--- src/rtl/div_32_pkg.sv ---
// Shared definitions for the div_32 multicycle signed divider: FSM encodings,
// iteration count and the operand pair that overflows a signed 32-bit quotient.
package div_32_pkg;

    typedef enum logic [1:0] {
        DIV_IDLE = 2'd0,
        DIV_RUN  = 2'd1,
        DIV_DONE = 2'd2
    } div_state_t;

    localparam int          DIV_ITER  = 32;
    localparam logic [5:0]  DIV_LAST  = 6'(DIV_ITER - 1);
    localparam logic [31:0] DIV_OVF_A = 32'h8000_0000;
    localparam logic [31:0] DIV_OVF_B = 32'hFFFF_FFFF;

endpackage

--- src/rtl/negate_32.sv ---
// Two's-complement negation: bitwise inversion followed by an increment.
module negate_32 (
    input  logic [31:0] a,
    output logic [31:0] y
);

    logic [31:0] a_inv;

    not_32 u_not (
        .a (a),
        .y (a_inv)
    );

    assign y = a_inv + 32'd1;

endmodule

--- src/rtl/not_32.sv ---
// 32-bit bitwise inverter shared with the ALU datapath.
module not_32 (
    input  logic [31:0] a,
    output logic [31:0] y
);

    assign y = ~a;

endmodule

--- src/rtl/div_32.sv ---
// Multicycle signed 32-bit restoring divider: one quotient bit per cycle on
// operand magnitudes, sign applied once at the end; exceptions skip RUN.
module div_32
    import div_32_pkg::*;
#(
    parameter int WIDTH = 32
) (
    input  logic             clock,
    input  logic             reset,
    input  logic             ctrl_DIV,
    input  logic [WIDTH-1:0] data_operandA,
    input  logic [WIDTH-1:0] data_operandB,
    output logic [WIDTH-1:0] data_result,
    output logic             data_exception,
    output logic             data_resultRDY,
    output logic             busy
);

    div_state_t  state, state_next;
    logic [31:0] dvd;        // dividend shifting out, quotient shifting in
    logic [31:0] divisor;
    logic [31:0] rem;
    logic [5:0]  count;
    logic        sign_q;
    logic        exc;

    logic [31:0] neg_a, neg_b, neg_q, abs_a, abs_b, not_divisor;
    logic [32:0] rem_shift, trial;
    logic        div_zero, overflow, start_exc;

    negate_32 u_neg_a (.a(data_operandA), .y(neg_a));
    negate_32 u_neg_b (.a(data_operandB), .y(neg_b));
    negate_32 u_neg_q (.a(dvd),           .y(neg_q));
    not_32    u_not_b (.a(divisor),       .y(not_divisor));

    // 0x80000000 stays 0x80000000, which read as unsigned is the correct 2^31.
    assign abs_a = data_operandA[31] ? neg_a : data_operandA;
    assign abs_b = data_operandB[31] ? neg_b : data_operandB;

    assign div_zero  = (data_operandB == '0);
    assign overflow  = (data_operandA == DIV_OVF_A) && (data_operandB == DIV_OVF_B);
    assign start_exc = div_zero || overflow;

    // Remainder stays below |B| <= 2^31, so the shifted value fits in 33 bits
    // and bit 32 of the trial is a reliable sign.
    assign rem_shift = {rem, dvd[31]};
    assign trial     = rem_shift + {1'b1, not_divisor} + 33'd1;

    assign busy = (state != DIV_IDLE) || data_resultRDY;

    always_ff @(posedge clock) begin
        // NOTE: registers use non-blocking assignments so every flop samples
        // pre-edge values regardless of statement order.
        if (reset) state <= DIV_IDLE;
        else       state <= state_next;
    end

    always_comb begin
        // NOTE: default assigned first so no path leaves state_next unassigned,
        // which would infer a latch.
        state_next = state;
        if (ctrl_DIV) begin
            state_next = start_exc ? DIV_DONE : DIV_RUN;
        end else begin
            case (state)
                DIV_RUN:  if (count == DIV_LAST) state_next = DIV_DONE;
                DIV_DONE: state_next = DIV_IDLE;
                default:  state_next = DIV_IDLE;
            endcase
        end
    end

    always_ff @(posedge clock) begin
        if (reset) begin
            dvd            <= '0;
            divisor        <= '0;
            rem            <= '0;
            count          <= '0;
            sign_q         <= 1'b0;
            exc            <= 1'b0;
            data_result    <= '0;
            data_exception <= 1'b0;
            data_resultRDY <= 1'b0;
        end else begin
            data_resultRDY <= 1'b0;
            if (ctrl_DIV) begin
                // Exceptions preload the final quotient so DONE needs no special case.
                divisor <= abs_b;
                rem     <= '0;
                count   <= '0;
                exc     <= start_exc;
                sign_q  <= start_exc ? 1'b0 : (data_operandA[31] ^ data_operandB[31]);
                dvd     <= div_zero ? '0 : (overflow ? DIV_OVF_A : abs_a);
            end else begin
                case (state)
                    DIV_RUN: begin
                        rem   <= trial[32] ? rem_shift[31:0] : trial[31:0];
                        dvd   <= {dvd[30:0], ~trial[32]};
                        count <= count + 6'd1;
                    end
                    DIV_DONE: begin
                        data_result    <= sign_q ? neg_q : dvd;
                        data_exception <= exc;
                        data_resultRDY <= 1'b1;
                    end
                    default: ;
                endcase
            end
        end
    end

endmodule

--- config.mk ---
export PLATFORM = sky130hd
export DESIGN_NAME = div_32
export DESIGN_NICKNAME = d
export VERILOG_FILES = /design/src/rtl/div_32_pkg.sv /design/src/rtl/negate_32.sv /design/src/rtl/not_32.sv /design/src/rtl/div_32.sv
export SDC_FILE = /design/constraint.sdc
export NUM_CORES = 1
export LEC_CHECK = 0
export CORE_MARGIN = 1
export CORE_UTILIZATION = 51
export CTS_BUF_LIST = sky130_fd_sc_hd__clkbuf_16
export DETAILED_ROUTE_END_ITERATION = 12
export PLACE_DENSITY = 0.74
export SYNTH_ARGS = -nofsm -noshare
export SYNTH_HDL_FRONTEND = slang
export SYNTH_SLANG_ARGS = --single-unit
--- constraint.sdc ---
create_clock -name clock -period 7.94 [get_ports clock]
set_clock_uncertainty 0.05 [all_clocks]
set_input_delay 2.382 -clock clock [delete_from_list [all_inputs] [get_ports clock]]
set_output_delay 2.382 -clock clock [all_outputs]
set_load 0.01 [all_outputs]
==> impl_metrics.yaml <==
power_and_ir_drop:
  internal_power_mw: 1.44
  vdd_drop_max_mv: 0.161
  switching_power_uw: 645
  power_leakage_nw: 4.10
  switching_share_pct: 31.0
  power_density_nw_per_um2: 190
  seqPwrFrac_pct: 37.5
  combPwrFrac_pct: 23.2
  clockPowerShare_pct: 39.3
placed_design:
  io_buffers: 101
  pre_cts_ws_ns: 1.34
  hpwl_mm: 17.8
  gp_congestion: 0.953
  placed_cells_incl_taps: 1474
synth:
  synth_fp_nets: 1320
  async_flop_share_pct: 0
  ys_seq_elements: 140
  synth.area.top_cells: "dfxtp_1 30%, xor2_1 8.1%, nor2_1 5.7%"
  synth_warnings: 0
  synth_area_sq_um: 9290
  synth_seq_area_share_pct: 30.2
  synth-edff-count: 0
  synth.distinct_cells: 71
  yosysTopAreaCellShare_pct: 30.2
  synth_top_cell_by_area: "dfxtp_1"
  syn_area_per_cell_sq_um: 7.65
  synth_flop_cell: "dfxtp_1"
  synth_cells: 1215
worst_setup_path:
  crit_arrival_ns: 6.46
  r2r-start: "dvd[31]"
  critPathTopFamily: "simple AND/OR/NAND/NOR gates"
  worstPathRequired_ns: 8.16
  crit_slowest_cell: "or2_1"
  critical_path_buf_inv_count: 2
  max_stage_delay_ns: 0.78
  cp-end-kind: "register"
  crit_cells: 10
  crit_chain: "clkdlybuf4s50_1, or4_1, or3_1, or3_1, nand2b_4, o31ai_1, or2_1, inv_1, a22oi_1, a211oi_1"
  setup.worst_path.start: "data_operandB[7]"
  criticalPathCategory: "input port to register"
  startpoint_type: "input port"
  cp_max_fo: 25
  cpMostUsedCell: "or3_1"
  rr_worst_depth: 13
global_routing:
  grt_pass1_vias: 7879
  track_usage_pct: 27.3
  grt_start_max_net_pins: 69
  grt_overflow: 0
  antenna_found_initial: 0
  grt_first_pass_wirelength_mm: 40.1
sta:
  hold_viol: 0
  fin_setup_tns_ns: 0
  layout_setup_ws_ns: 1.70
  slew_headroom_pct: 20.8
  rsz0062_at_grt: "no"
  tightest_slew_ns: 1.19
  fmax_mhz: 160
  post-route-period-util_pct: 78.6
  min_period_ns: 6.24
  setup_viol: 0
  drv_slew: 0
  hold_slack_ns: 0.430
cells_and_area:
  nFillCells: 1615
  fin_nets: 1373
  final_cell_mix: "141 x nor2_1, 140 x dfxtp_1, 110 x nand2_1"
  fin_util_pct: 62.6
  num_antenna_cells: 0
  layoutNonFillerInstCount: 1505
  layout-drive-gt1-share_pct: 5.39
  layout_commonest_cell: "nor2_1"
  area_growth_pct: 18.1
die:
  die_w_um: 137
  fp.dieArea_sq_um: 18800
  core-area_sq_um: 17500
  die_y_um: 137
  ios: 102
  start_util_pct: 53.0
  placementRows: 48
cts:
  clk_path_buf_depth: 2
  cts_tree: "done"
  htree_levels: 4
  worstSkewPairLatency_ns: 0.43
  holdBufCountCts: 0
  root_buffer: "clkbuf_16"
  ctsResizeCount: 0
  cts_sinks: 140
  clk_pin_slew_worst_paths_ns: 0.06
  cts_setup_buffers: 0
  cts_buffers: 17
route:
  dr.pass1.iters: 6
  wire_per_inst_um: 16.7
  drc: 0
  routed_wl_mm: 25.1
  vias_per_cell: 5.96
  drtIter0Drc: 736
  via_count: 8977
  antenna_left: 0
job:
  drv_cap: 0
hold_path:
  holdCritStartpoint: "divisor[31]"
  hold_path.class: "register to register"
  holdPathStages: 2
outcome:
  outcome: "finished clean"
-- flip-flops by register name, summed over array words and instances, names as in the netlist --
register,flops
count,6
data_exception,1
data_result,32
data_resultRDY,1
divisor,32
dvd,32
exc,1
rem,32
sign_q,1
state,2
-- path summary, 6_finish.rpt --
check	end	slack [ns]
worst max-delay path	dvd[28]	1.70
worst max register to register	rem[29]	4.30
worst min-delay path	divisor[31]	0.43
worst min register to register	divisor[31]	0.43
-- Yosys cell counts (all sizes together) (3+ instances only) --
| library cell | n |
|---|---|
| nor4 | 9 |
| o31ai | 28 |
| o21ai | 102 |
| nand4b | 4 |
| nand3 | 19 |
| dfxtp | 140 |
| o2111ai | 3 |
| inv | 61 |
| ha | 37 |
| nand4 | 19 |
| nor2b | 9 |
| o41ai | 11 |
| and4 | 3 |
| mux2i | 9 |
| or2 | 9 |
| nor3 | 32 |
| a21boi | 5 |
| o211ai | 3 |
| or4 | 12 |
| nand2b | 7 |
| a31oi | 28 |
| a32oi | 3 |
| clkbuf | 70 |
| o21bai | 3 |
| or3 | 18 |
| and3 | 3 |
| a21oi | 53 |
| o221ai | 10 |
| xor2 | 86 |
| a22o | 3 |
| o21a | 25 |
| buf | 8 |
| xnor2 | 32 |
| nor2 | 142 |
| a211oi | 62 |
| nand2 | 110 |
| a21o | 12 |
-- layer usage --
metal,GRT usage [%],wire length (um),vias to the layer above
met5,0,0,-
li1,-,-,4461
met1,39.8,12200,4181
met4,7.26,364,0
met2,40.9,10800,305
met3,4.81,1650,30
-- through the flow --
| step | total power [mW] | cell area, sq um |
|---|---|---|
| after global routing | 2.17 | 11000 |
| after CTS | 2.08 | 11000 |
| after detailed placement | 1.27 | 10400 |
| after global placement | 1.26 | 10400 |
| final | 2.08 | 11000 |
| after floorplan | 1.12 | 9290 |
-- cell type report --
| class | count | area, sq um | area share (%) |
|---|---|---|---|
| Multi-Input combinational cell | 936 | 5980 | 54.5 |
| Clock inverter | 14 | 170 | 1.55 |
| Clock buffer | 17 | 425 | 3.88 |
| Timing Repair Buffer | 112 | 1090 | 9.89 |
| Sequential cell | 140 | 2800 | 25.5 |
| Tap cell | 225 | 282 | 2.56 |
| Inverter | 61 | 229 | 2.09 |
-- cell families after synthesis --
logic type      synth area share [%]
fa+ha+maj                       5.20
flops                           30.2
simple gates                    20.4
mux                            0.969
xor+xnor                        11.1
buf+inv                         5.84
compound gates                  26.3
-- power groups by stage --
stage               sequential [mW]  clock [mW]  combinational [mW]
global placement              0.794           0               0.468
floorplan                     0.784           0               0.338
CTS                           0.780       0.826               0.477
finish                        0.781       0.819               0.483
global route                  0.786       0.853               0.533
detailed placement            0.795           0               0.473
-- worst min-delay path, stage by stage, from the launching register on --
cell	delay, ns
dfxtp_1	0.31
nand2_1	0.06
a21oi_1	0.06
No activity file was read; power rests on OpenSTA's default activity.
